$ cat src/rtl/precompute_bank.sv
// Odd-multiple precompute (k*x, k = 1,3,..,15) for the coefficient-select multiplier stage.
// Two-stage valid/ready pipe with 2-cycle latency; it buffers up to two sets and stalls upstream only when both stages are full.
module precompute_bank (
  input  logic               clk,
  input  logic               reset,
  input  logic               in_valid,
  output logic               in_ready,
  input  logic signed [7:0]  x,
  output logic               out_valid,
  input  logic               out_ready,
  output logic signed [11:0] x1,
  output logic signed [11:0] x3,
  output logic signed [11:0] x5,
  output logic signed [11:0] x7,
  output logic signed [11:0] x9,
  output logic signed [11:0] x11,
  output logic signed [11:0] x13,
  output logic signed [11:0] x15
);

  typedef struct packed {
    logic signed [11:0] x1;
    logic signed [11:0] x3;
    logic signed [11:0] x5;
    logic signed [11:0] x7;
    logic signed [11:0] x9;
    logic signed [11:0] x15;
  } s1_t;

  typedef struct packed {
    logic signed [11:0] x1;
    logic signed [11:0] x3;
    logic signed [11:0] x5;
    logic signed [11:0] x7;
    logic signed [11:0] x9;
    logic signed [11:0] x11;
    logic signed [11:0] x13;
    logic signed [11:0] x15;
  } s2_t;

  logic               s1_vld;
  logic               s2_vld;
  logic               s1_load;
  logic               s2_load;
  logic signed [11:0] xe;
  s1_t                s1_dat;
  s1_t                s1_nxt;
  s2_t                s2_dat;
  s2_t                s2_nxt;

  // 12 bits hold |15*x| <= 1920 exactly, so no stage needs guard bits.
  always_comb begin
    xe         = {{4{x[7]}}, x};
    s1_nxt.x1  = xe;
    s1_nxt.x3  = (xe <<< 1) + xe;
    s1_nxt.x5  = (xe <<< 2) + xe;
    s1_nxt.x9  = (xe <<< 3) + xe;
    s1_nxt.x7  = (xe <<< 3) - xe;
    s1_nxt.x15 = (xe <<< 4) - xe;
  end

  always_comb begin
    s2_nxt.x1  = s1_dat.x1;
    s2_nxt.x3  = s1_dat.x3;
    s2_nxt.x5  = s1_dat.x5;
    s2_nxt.x7  = s1_dat.x7;
    s2_nxt.x9  = s1_dat.x9;
    s2_nxt.x11 = s1_dat.x9 + (s1_dat.x1 <<< 1);
    s2_nxt.x13 = s1_dat.x9 + (s1_dat.x1 <<< 2);
    s2_nxt.x15 = s1_dat.x15;
  end

  assign s2_load  = s1_vld && (!s2_vld || out_ready);
  assign s1_load  = in_valid && (!s1_vld || s2_load);
  assign in_ready = !s1_vld || !s2_vld || out_ready;

  always_ff @(posedge clk or posedge reset) begin
    if (reset) begin
      s1_vld <= 1'b0;
      s1_dat <= '0;
    end else begin
      s1_vld <= s1_load || (s1_vld && !s2_load);
      if (s1_load) begin
        s1_dat <= s1_nxt;
      end
    end
  end

  always_ff @(posedge clk or posedge reset) begin
    if (reset) begin
      s2_vld <= 1'b0;
      s2_dat <= '0;
    end else begin
      s2_vld <= s2_load || (s2_vld && !out_ready);
      if (s2_load) begin
        s2_dat <= s2_nxt;
      end
    end
  end

  assign out_valid = s2_vld;
  assign x1        = s2_dat.x1;
  assign x3        = s2_dat.x3;
  assign x5        = s2_dat.x5;
  assign x7        = s2_dat.x7;
  assign x9        = s2_dat.x9;
  assign x11       = s2_dat.x11;
  assign x13       = s2_dat.x13;
  assign x15       = s2_dat.x15;

endmodule

$ cat config.mk
export PLATFORM = sky130hd
export DESIGN_NAME = precompute_bank
export DESIGN_NICKNAME = d
export VERILOG_FILES = /design/src/rtl/precompute_bank.sv
export SDC_FILE = /design/constraint.sdc
export NUM_CORES = 1
export LEC_CHECK = 0
export BUFFER_PORTS_ARGS = -buffer_cell sky130_fd_sc_hd__clkbuf_2
export CORE_ASPECT_RATIO = 0.7
export CORE_MARGIN = 5
export CORE_UTILIZATION = 52
export DETAILED_ROUTE_END_ITERATION = 6
export GPL_TIMING_DRIVEN = 0
export HOLD_SLACK_MARGIN = 0.15
export PLACE_DENSITY = 0.86
export SYNTH_ARGS = -nofsm -noshare
export SYNTH_HDL_FRONTEND = slang
export SYNTH_SLANG_ARGS = --single-unit
$ cat constraint.sdc
create_clock -name clk -period 3.4 [get_ports clk]
set_clock_uncertainty 0.1 [all_clocks]
set_input_delay 0.17 -clock clk [delete_from_list [all_inputs] [get_ports clk]]
set_output_delay 0.17 -clock clk [all_outputs]
set_load 0.005 [all_outputs]
==> results of run 1 <==
==> per-layer routing <==
metal  vias to the layer above  wire length (um)
li1                       2814                 -
met1                      2844              8550
met2                       246              7980
met3                        25              1440
met4                         0               211
met5                         -                 0
==> flip-flops by register name, summed over array words and instances (netlist names) <==
name	cells
x5	9
x11	11
s1_vld	1
x15	11
x13	11
x9	9
x3	8
out_valid	1
s1_dat	51
x7	9
x1	4
==> cells by family after synthesis <==
family / after synthesis
adders and majority gates: 54
muxes: 6
xor gates and xnor gates: 29
AOI/OAI and AO/OA: 157
buffers and inverters: 78
DFF: 125
and+or+nand+nor: 303
==> power by group <==
| part | total, mW | internal (mW) | switching, mW |
|---|---|---|---|
| Combinational | 1.57 | 0.707 | 0.860 |
| Sequential | 2.13 | 1.86 | 0.271 |
| Clock | 1.82 | 1.12 | 0.702 |
| Total | 5.52 | 3.68 | 1.83 |
==> through the flow <==
step | cells | util | area (sq um) | hold WS [ns]
after CTS | 1071 | 0.640 | 8350 | 0.157
after global placement | 1027 | 0.583 | 7610 | 0.301
after floorplan | 752 | - | 6850 | 0.178
after detailed placement | 1030 | 0.587 | 7670 | 0.0701
after global routing | 1071 | 0.640 | 8350 | 0.198
final | 1071 | 0.640 | 8350 | 0.177
==> timing repair <==
| action | in CTS | in global routing |
|---|---|---|
| hold endpoints to repair | 103 | 0 |
| hold buffers | 9 | 0 |
| endpoints found under the setup margin | 0 | 0 |
==> worst reg2reg max path, delay by kind of cell, from the launching register on <==
| kind | cells | cell delay, ns |
|---|---|---|
| AND/OR/NAND/NOR | 1 | 0.17 |
| AO/OA/AOI/OAI | 4 | 1.01 |
| flip-flops | 1 | 0.44 |
| buffers and inverters | 1 | 0.05 |
| adder cells (fa/ha/maj) | 2 | 0.60 |
==> placed cells by master, fill, tap and decap left out, types with 3 or more instances in the layout <==
master	count
a211oi_1	9
buf_2	16
nand3_1	13
mux2i_1	6
buf_1	4
nand2_1	228
buf_12	3
nor2_1	19
o211ai_1	4
ha_1	49
nor3_1	9
clkinv_4	3
dfrtp_1	125
o21bai_1	5
fa_1	5
inv_1	19
buf_4	24
a21o_1	15
o31ai_1	8
o21ai_0	59
a21oi_1	22
clkinv_2	4
a2111oi_0	3
clkinvlp_4	3
xor2_1	14
clkbuf_16	17
nor2b_1	5
xnor2_1	15
a31oi_1	3
dlygate4sd3_1	9
clkbuf_1	14
clkbuf_2	109
o21a_1	8
nand2b_1	7
==> final cells by class <==
| type | instances | area share |
|---|---|---|
| Inverter | 20 | 0.00944 |
| Multi-Input combinational cell | 549 | 0.397 |
| Tap cell | 166 | 0.0249 |
| Sequential cell | 125 | 0.375 |
| Buffer | 58 | 0.0393 |
| Clock buffer | 19 | 0.0543 |
| Clock inverter | 13 | 0.0166 |
| Timing Repair Buffer | 121 | 0.0833 |
==> final timing paths <==
kind,from,endpoint,slack [ns]
max,s1_dat[60],x11[11],0.89
min,reset,x7[11],0.18
max reg2reg,s1_dat[60],x11[11],0.89
min reg2reg,s1_dat[8],x15[8],0.37
max in group asynchronous,reset,x15[9],2.26
min in group clk,x[5],s1_dat[65],0.19
==> impl_results.md, run 1 <==
- Run status: finished, final reports clean
- CP cell instances: ha_1 > inv_1 > fa_1 > nor2b_1 > o31ai_1 > a21oi_1 > o21ai_0 > a221oi_1
- Crit. path cell count: 8
- Max IR drop VDD: 0.000384 V
- Adder-cell share of the synthesized area: 0.104
- Slew headroom: 0.630
- CTS H-tree depth: 4
- Final antenna diode count: 0
- Synth Cell Area: 6850 sq um
- Mux share of post-synthesis cell area: 0.00877
- Filler cell count: 1088
- Routed Wire Length: 18200 um
- CP max stage delay: 0.44 ns
- TNS Setup: 0 ns
- Max-slew violations: 0
- Post-Syn Nets: 818
- DR pass1 iterations: 6
- Row cnt: 35
- Die area: 15600 sq um
- Worst setup SP type: flip-flop
- Post-route DRC: 0
- Die Ht: 106 um
- Largest net degree at the start of global routing: 44
- Reported max-cap violation count: 0
- Worst Tran Pin Value: 0.555 ns
- CTS tree: yes
- R2R depth: 8
- CTS root buffer: clkbuf_16
- Starting density of the core: 0.525
- Period utilization: 0.739
- Crit-path leading delay family: compound AO/OA/AOI/OAI gates
- Layout cells sized above 1: 0.212
- XOR/XNOR Fraction of Synth Area: 0.0371
- CTS Buf Count: 17
- Sink Count: 125
- Initial DRC Count: 547
- First-pass GRT wire length: 29800 um
- Post-CTS setup buffers: 0
- Total Power: 5.52 mW
- Clk_lat worst skew: 0.42 ns
- Cts repair resizes: 0
- Vias in the first global route: 5789
- Crit-path max FO: 4
- Reg area: 3130 sq um
- GR Overflow Total: 0
- Most common cell in the netlist: nand2_1
- Synth cell types: 57
- F_max: 398 MHz
- CP Data Required Time: 3.60 ns
- Main combinational cell family by area after synthesis: simple AND/OR/NAND/NOR gates
- Routing usage on met3: 0.0609
- RSZ-0062 raised after global routing: no
- Area of the multi-input gates: 3320 sq um
- Max clock buf depth: 2
- Yosys reg bits: 125
- GPL Wtd Cong: 0.941
- Setup ws final: 0.888 ns
- CP max stage cell: dfrtp_1
- I/O Buffers: 109
- Pwr dens: 661 nW/um^2
- GR peak layer: met2
- Initial antenna violation count: 0
- Reg clk slew, reported paths: 0.06 ns
- WP data arrival: 2.71 ns
- Crit. End Element: flip-flop
- Total Nets Final: 958
- Final hold violations: 0
- Sequential share of the synthesized area: 0.457
- Yosys top cell area share: 0.457
- Synth-to-layout area growth: 21.9%
- Mean Syn Cell Area: 9.11 sq um
- Cell count after synthesis: 752
- I/O Pins: 110
- Post-synth top area cell: dfrtp_1
- Ranking of synthesized cells by area: dfrtp_1 46%, nand2_1 12%, ha_1 9.0%, o21ai_0 4.3%, buf_4 2.6%
- Buf/Inv on CP: 1
- Routed Antenna Nets: 0
- Die width: 147 um
- Met2 usage: 0.364
- Crit path kind: reg -> reg
- Commonest cells post-synth: 228 x nand2_1, 125 x dfrtp_1, 59 x o21ai_0
- Post-layout minimum cycle time: 2.51 ns
- Pre-CTS setup slack: 0.964 ns
- Post-synth EDFFs: 0
- YS warnings: 0
- Setup Viol. Count Final: 0
- Core Region: 13100 sq um
- Leakage power: 4.31 nW
- Compound-gate portion of the synthesized area: 0.149
- Min-Delay Path Class: in -> async
- Vias/cell: 5.54
- WL/cell: 17.0 um
- GRT Util Overall: 0.238
- Post-Synth Simple-Gate Area: 0.186
- Total number of vias: 5929
- Met1 usage: 0.346
- Post-synth top flop: dfrtp_1
- Ys async rst share: 1.00
- Dpl hpwl: 13300 um
Note: power is estimated with default switching activity, not from simulation.
==> run 2: changes to the inputs <==
==> constraint.sdc (replaced) <==
create_clock -name clk -period 2.3 [get_ports clk]
set_clock_uncertainty 0.1 [all_clocks]
set_input_delay 0.115 -clock clk [delete_from_list [all_inputs] [get_ports clk]]
set_output_delay 0.115 -clock clk [all_outputs]
set_load 0.005 [all_outputs]
==> run 2 against run 1 <==
Against the previous run: core utilization increased by 0.53 points; combinational power increased by 51%; cell area increased by 0.82%; cell count increased by 0.28%; critical path type is now in -> reg; highest routed layer unchanged.
==> impl_results.md, run 2 (same netlist as run 1, synthesis figures left out) <==
- GPL Wtd Cong: 0.941 (unchanged)
- Reg area: 3130 sq um (about the same)
- Cell area after layout: 8420 sq um (+0.82%)
- GRT Util Overall: 0.240 (+0.00139)
- CP cell instances: dlygate4sd3_1 > clkbuf_2 > inv_1 > ha_1 > o21bai_1 > a21oi_1 > o311ai_1 > xor2_1 > o21ai_0
- Worst setup SP type: input pin
- R2R Path End: x11[11]
- Hold depth: 4
- Crit. End Element: flip-flop
- Clock Power Share: 0.328 (-0.002)
- Hold_sp: x[0]
- Sw Share: 0.334 (+0.00168)
- Sink Count: 125 (unchanged)
- Vias/cell: 5.58 (+0.85%)
- Filler cell count: 1082 (-0.55%)
- Total number of vias: 5996 (+1.1%)
- WHS Endpoint: s1_dat[3]
- Reg with most FFs: s1_dat
- Worst Tran Pin Value: 0.711 ns (+0.156 ns)
- DR pass1 iterations: 6 (unchanged)
- CP max stage delay: 0.53 ns (+0.09 ns)
- R2R Setup Slk: 0.12 ns (-0.77 ns)
- Total Nets Final: 961 (+0.31%)
- CP Data Required Time: 2.49 ns (-1.11 ns)
- Final hold violations: 0 (unchanged)
- GR Overflow Total: 0 (unchanged)
- Core Region: 13100 sq um (unchanged)
- I/O Pins: 110 (unchanged)
- Die area: 15600 sq um (unchanged)
- WP data arrival: 2.41 ns (-0.30 ns)
- CP max stage cell: dlygate4sd3_1
- Max IR drop VDD: 0.000564 V (+47%)
- Min-Delay Path Class: in -> reg
- Routed Wire Length: 18500 um (+1.6%)
- Vias in the first global route: 5842 (+0.92%)
- Max clock buf depth: 2 (unchanged)
- Routed Antenna Nets: 0 (unchanged)
- Run status: finished, final reports clean
- Crit path kind: in -> reg
- Largest net degree at the start of global routing: 44 (unchanged)
- Starting density of the core: 0.525 (unchanged)
- Reg clk slew, reported paths: 0.06 ns (about the same)
- R2R depth: 8 (unchanged)
- Combinational share of power: 0.288 (+0.004)
- Crit-path leading delay family: buffers and inverters
- Die width: 147 um (unchanged)
- Total Power: 8.21 mW (+49%)
- Crit Reg-Reg Startpoint: s1_dat[60]
- First-pass GRT wire length: 30000 um (+0.60%)
- Internal power: 5.47 mW (+48%)
- Psw: 2.74 mW (+50%)
- Die Ht: 106 um (unchanged)
- RSZ-0062 raised after global routing: no
- CTS tree: yes
- Commonest non-fill, non-tap cell in the layout: nand2_1
- Area of the multi-input gates: 3350 sq um (+1.1%)
- Leakage power: 4.33 nW (+0.44%)
- Crit-path max FO: 7 (+3)
- Initial antenna violation count: 0 (unchanged)
- Reported max-cap violation count: 0 (unchanged)
- Instance area at placement: 7670 sq um (unchanged)
- Max-slew violations: 0 (unchanged)
- F_max: 450 MHz
- Row cnt: 35 (unchanged)
- Initial DRC Count: 523 (-4.4%)
- Dpl hpwl: 13300 um (unchanged)
- CTS root buffer: clkbuf_16
- CTS Buf Count: 17 (unchanged)
- Slew headroom: 0.514 (-0.116)
- Layout cells sized above 1: 0.222 (+0.0103)
- Post-route DRC: 0 (unchanged)
- Most frequent cells in the layout: 228 x nand2_1, 123 x dfrtp_1, 109 x clkbuf_2, 58 x o21ai_0, 48 x ha_1
- Buf/Inv on CP: 3 (+2)
- TNS Setup: 0 ns (unchanged)
- Period utilization: 0.967
- WL/cell: 17.2 um (+1.3%)
- Synth-to-layout area growth: 22.9%
- Pwr dens: 975 nW/um^2 (+48%)
- Final antenna diode count: 0 (unchanged)
- Post-layout minimum cycle time: 2.22 ns
- Setup Viol. Count Final: 0 (unchanged)
- CTS H-tree depth: 4 (unchanged)
- I/O Buffers: 109 (unchanged)
- Clk_lat worst skew: 0.42 ns (about the same)
- Flop pwr share: 0.384 (-0.002)
- Max reg flops: 51 (unchanged)
==> run 2: how the worst max path moves through the flow <==
| stage | endpoint | startpoint | slack [ns] | cells after the start |
|---|---|---|---|---|
| after global placement | x5[10] | reset | -0.22 | 2 |
| after CTS | s1_dat[56] | x[2] | 0.03 | 9 |
| final | s1_dat[21] | x[5] | 0.08 | 9 |
| after floorplan | x11[11] | s1_dat[61] | 0.33 | 8 |
| after global routing | x11[11] | s1_dat[61] | 0.002 | 8 |
| after detailed placement | x11[11] | s1_dat[60] | -0.14 | 8 |
==> run 2: power by group through the flow <==
stage          clock [mW]  combinational (mW)  sequential (mW)
2_1_floorplan           0                1.37             3.10
3_3_place_gp            0                2.21             3.15
3_5_place_dp            0                2.29             3.18
4_1_cts              2.71                2.34             3.14
5_1_grt              2.81                2.65             3.21
6_report             2.69                2.37             3.15
==> run 2: repair_timing <==
action                                  4_1_cts  5_1_grt
setup buffers                                 1        0
pin swaps                                     1        0
endpoints found under the setup margin        1       10
endpoints found under the hold margin       107        0
hold buffers                                 11        0
resized for setup                             1       14
==> run 2: per-layer routing <==
layer | vias up | GRT usage | share of wire
met4 | 0 | 0.0578 | 0.015
met3 | 33 | 0.0588 | 0.089
met5 | - | 0 | 0
li1 | 2822 | - | -
met1 | 2860 | 0.348 | 0.46
met2 | 281 | 0.365 | 0.44
==> run 2: area by class of cell <==
class,count,share of cell area
clock inverter,13,0.0165
timing repair buffer,124,0.0862
clock buffer,19,0.0538
tap,166,0.0247
multi-input combinational,549,0.398
inverter,20,0.00937
buffer,58,0.0391
sequential,125,0.372
==> run 2: stage by stage <==
stage | instances | hold slack (ns) | utilization | setup slack, ns
after floorplan | 752 | 0.123 | - | 0.327
after global placement | 1027 | 0.246 | 0.583 | -0.223
after detailed placement | 1030 | 0.0151 | 0.587 | -0.136
after CTS | 1074 | 0.163 | 0.642 | 0.0314
after global routing | 1074 | 0.209 | 0.645 | 0.00241
final | 1074 | 0.175 | 0.645 | 0.0756
==> run 2: worst reg2reg max path: cells and delay by family (launching register included) <==
kind                     cells  cell delay, ns
flip-flops                   1            0.42
buffers and inverters        1            0.05
AO/OA/AOI/OAI                4            0.71
adder cells (fa/ha/maj)      2            0.59
AND/OR/NAND/NOR              1            0.21
==> run 3: changes to the inputs <==
--- a/config.mk
+++ b/config.mk
@@ -11,8 +11,8 @@
 export CORE_UTILIZATION = 52
 export DETAILED_ROUTE_END_ITERATION = 6
 export GPL_TIMING_DRIVEN = 0
-export HOLD_SLACK_MARGIN = 0.15
-export PLACE_DENSITY = 0.86
+export HOLD_SLACK_MARGIN = 0.03
+export PLACE_DENSITY = 0.77
 export SYNTH_ARGS = -nofsm -noshare
 export SYNTH_HDL_FRONTEND = slang
 export SYNTH_SLANG_ARGS = --single-unit
==> run 3 against run 2 <==
Against the previous run: cell area decreased by 1.1%; core utilization decreased by 0.68 points; maximum frequency fell by 2.5%; via count down 2.0%; clock power is essentially flat; critical path type is now reg -> reg; critical endpoint is now x11[11]; wire length shrank 3.9%; die area did not move; setup slack got worse by 0.056 ns; first-iteration DRC count down 21%; largest power group unchanged; non-clock buffer count fell by 7; clock-buffer cell count increased by 1; sequential power barely moved.
==> impl_results.md, run 3 (same netlist as run 1, synthesis figures left out) <==
- Instance area at placement: 7670 sq um (unchanged)
- Final antenna diode count: 0 (unchanged)
- Crit. End Element: flip-flop
- Final hold violations: 0 (unchanged)
- Vias in the first global route: 5698 (-2.5%)
- Crit-path max FO: 4 (-3)
- F_max: 438 MHz (-2.5%)
- Routed Antenna Nets: 0 (unchanged)
- Starting density of the core: 0.525 (unchanged)
- Worst setup SP type: flip-flop
- TNS Setup: 0 ns (unchanged)
- Most frequent cells in the layout: 228 x nand2_1, 123 x dfrtp_1, 109 x clkbuf_2, 59 x o21ai_0, 48 x ha_1
- Clk_lat worst skew: 0.42 ns (about the same)
- RSZ-0062 raised after global routing: yes
- Placed insts: 1030 (unchanged)
- Initial DRC Count: 415 (-21%)
- Largest net degree at the start of global routing: 43 (-2.3%)
- Leakage power: 4.28 nW (-1.2%)
- Die Ht: 106 um (unchanged)
- Layout cells sized above 1: 0.219 (-0.00382)
- Initial antenna violation count: 0 (unchanged)
- Die width: 147 um (unchanged)
- Total number of vias: 5877 (-2.0%)
- Synth-to-layout area growth: 21.6%
- CTS H-tree depth: 4 (unchanged)
- Vias/cell: 5.51 (-1.3%)
- Reg clk slew, reported paths: 0.06 ns (about the same)
- Hold Slack: 0.0419 ns (-0.133 ns)
- Hold depth: 3 (-1)
- Max-slew violations: 0 (unchanged)
- CTS root buffer: clkbuf_16
- Die area: 15600 sq um (unchanged)
- Min-Delay Path Class: in -> reg
- GR Overflow Total: 0 (unchanged)
- GPL Wtd Cong: 0.906 (-3.8%)
- Reg with most FFs: s1_dat
- CP Data Required Time: 2.50 ns (about the same)
- Core Util, Final: 0.638 (-0.00681)
- R2R depth: 8 (unchanged)
- Slew headroom: 0.628 (+0.114)
- Non-filler cells, final: 1067 (-0.65%)
- Setup Viol. Count Final: 0 (unchanged)
- Max clock buf depth: 2 (unchanged)
- CTS tree: yes
- Post-layout minimum cycle time: 2.28 ns (+0.0561 ns)
- Max IR drop VDD: 0.000644 V (+14%)
- Routed Wire Length: 17700 um (-3.9%)
- I/O Pins: 110 (unchanged)
- DR pass1 iterations: 5 (-1)
- WL/cell: 16.6 um (-3.3%)
- Crit path kind: reg -> reg
- Total Nets Final: 954 (-0.73%)
- Sink Count: 125 (unchanged)
- Commonest non-fill, non-tap cell in the layout: nand2_1
- WP data arrival: 2.48 ns (+0.07 ns)
- I/O Buffers: 109 (unchanged)
- Period utilization: 0.992 (+0.0244)
- Row cnt: 35 (unchanged)
- GRT Util Overall: 0.233 (-0.00690)
- Reported max-cap violation count: 0 (unchanged)
- First-pass GRT wire length: 29200 um (-2.6%)
- Max reg flops: 51 (unchanged)
- CTS Buf Count: 17 (unchanged)
- Dpl hpwl: 12800 um (-3.5%)
- Run status: finished, final reports clean
- Pwr dens: 980 nW/um^2 (+0.51%)
- Worst Tran Pin Value: 0.559 ns (-0.152 ns)
- Cell area after layout: 8330 sq um (-1.1%)
- Post-route DRC: 0 (unchanged)
- Core Region: 13100 sq um (unchanged)
## run 3: where the power goes
| group | total (mW) | internal [mW] | leakage, nW | switching, mW |
|---|---|---|---|---|
| registers | 3.14 | 2.75 | 1.54 | 0.394 |
| clock network | 2.70 | 1.66 | 0.279 | 1.05 |
| logic | 2.32 | 1.05 | 2.47 | 1.27 |
## run 3: path summary, 6_finish.rpt
| kind | startpoint | endpoint | slack (ns) |
|---|---|---|---|
| min in group asynchronous | reset | x5[8] | 0.08 |
| max in group asynchronous | reset | s1_dat[60] | 1.26 |
| max | s1_dat[61] | x11[11] | 0.02 |
| min reg2reg | s1_dat[29] | x7[5] | 0.36 |
| min | x[1] | s1_dat[61] | 0.04 |
| max reg2reg | s1_dat[61] | x11[11] | 0.02 |
## run 3: metal layers
| layer | global-route usage | wire length, um |
|---|---|---|
| met1 | 0.346 | 8560 |
| met3 | 0.0422 | 1250 |
| met4 | 0.0898 | 388 |
| met5 | 0 | 0 |
| met2 | 0.339 | 7540 |
## run 3: worst max-delay path: stages (launching register included)
cell and delay, ns:
dfrtp_1 0.41, ha_1 0.20, inv_1 0.06, fa_1 0.41, nor2b_2 0.17, o31ai_2 0.10, a21oi_2 0.25, o21ai_0 0.13
a221oi_1 0.34
## run 3: area by class of cell
cell class	count	area (sq um)
clock buffer	20	457
inverter	20	78.8
fill	1120	4720
clock inverter	12	139
sequential	125	3130
tap	166	208
timing repair buffer	117	656
buffer	58	328
multi-input combinational	549	3330
## run 3: per-stage QoR
| stage | power [mW] | setup slack, ns |
|---|---|---|
| final | 8.16 | 0.0195 |
| after global routing | 8.64 | -0.0563 |
| after CTS | 8.18 | 0.00529 |
| after detailed placement | 5.44 | -0.0796 |
| after global placement | 5.37 | -0.220 |
| after floorplan | 4.48 | 0.327 |
## run 3: timing repair
| item | in CTS | in global routing |
|---|---|---|
| pin swaps | 0 | 1 |
| hold buffers | 5 | 0 |
| gates cloned | 0 | 0 |
| buffers inserted | 0 | 0 |
| endpoints found under the hold margin | 93 | 0 |
| resized for setup | 1 | 5 |
| endpoints found under the setup margin | 1 | 4 |
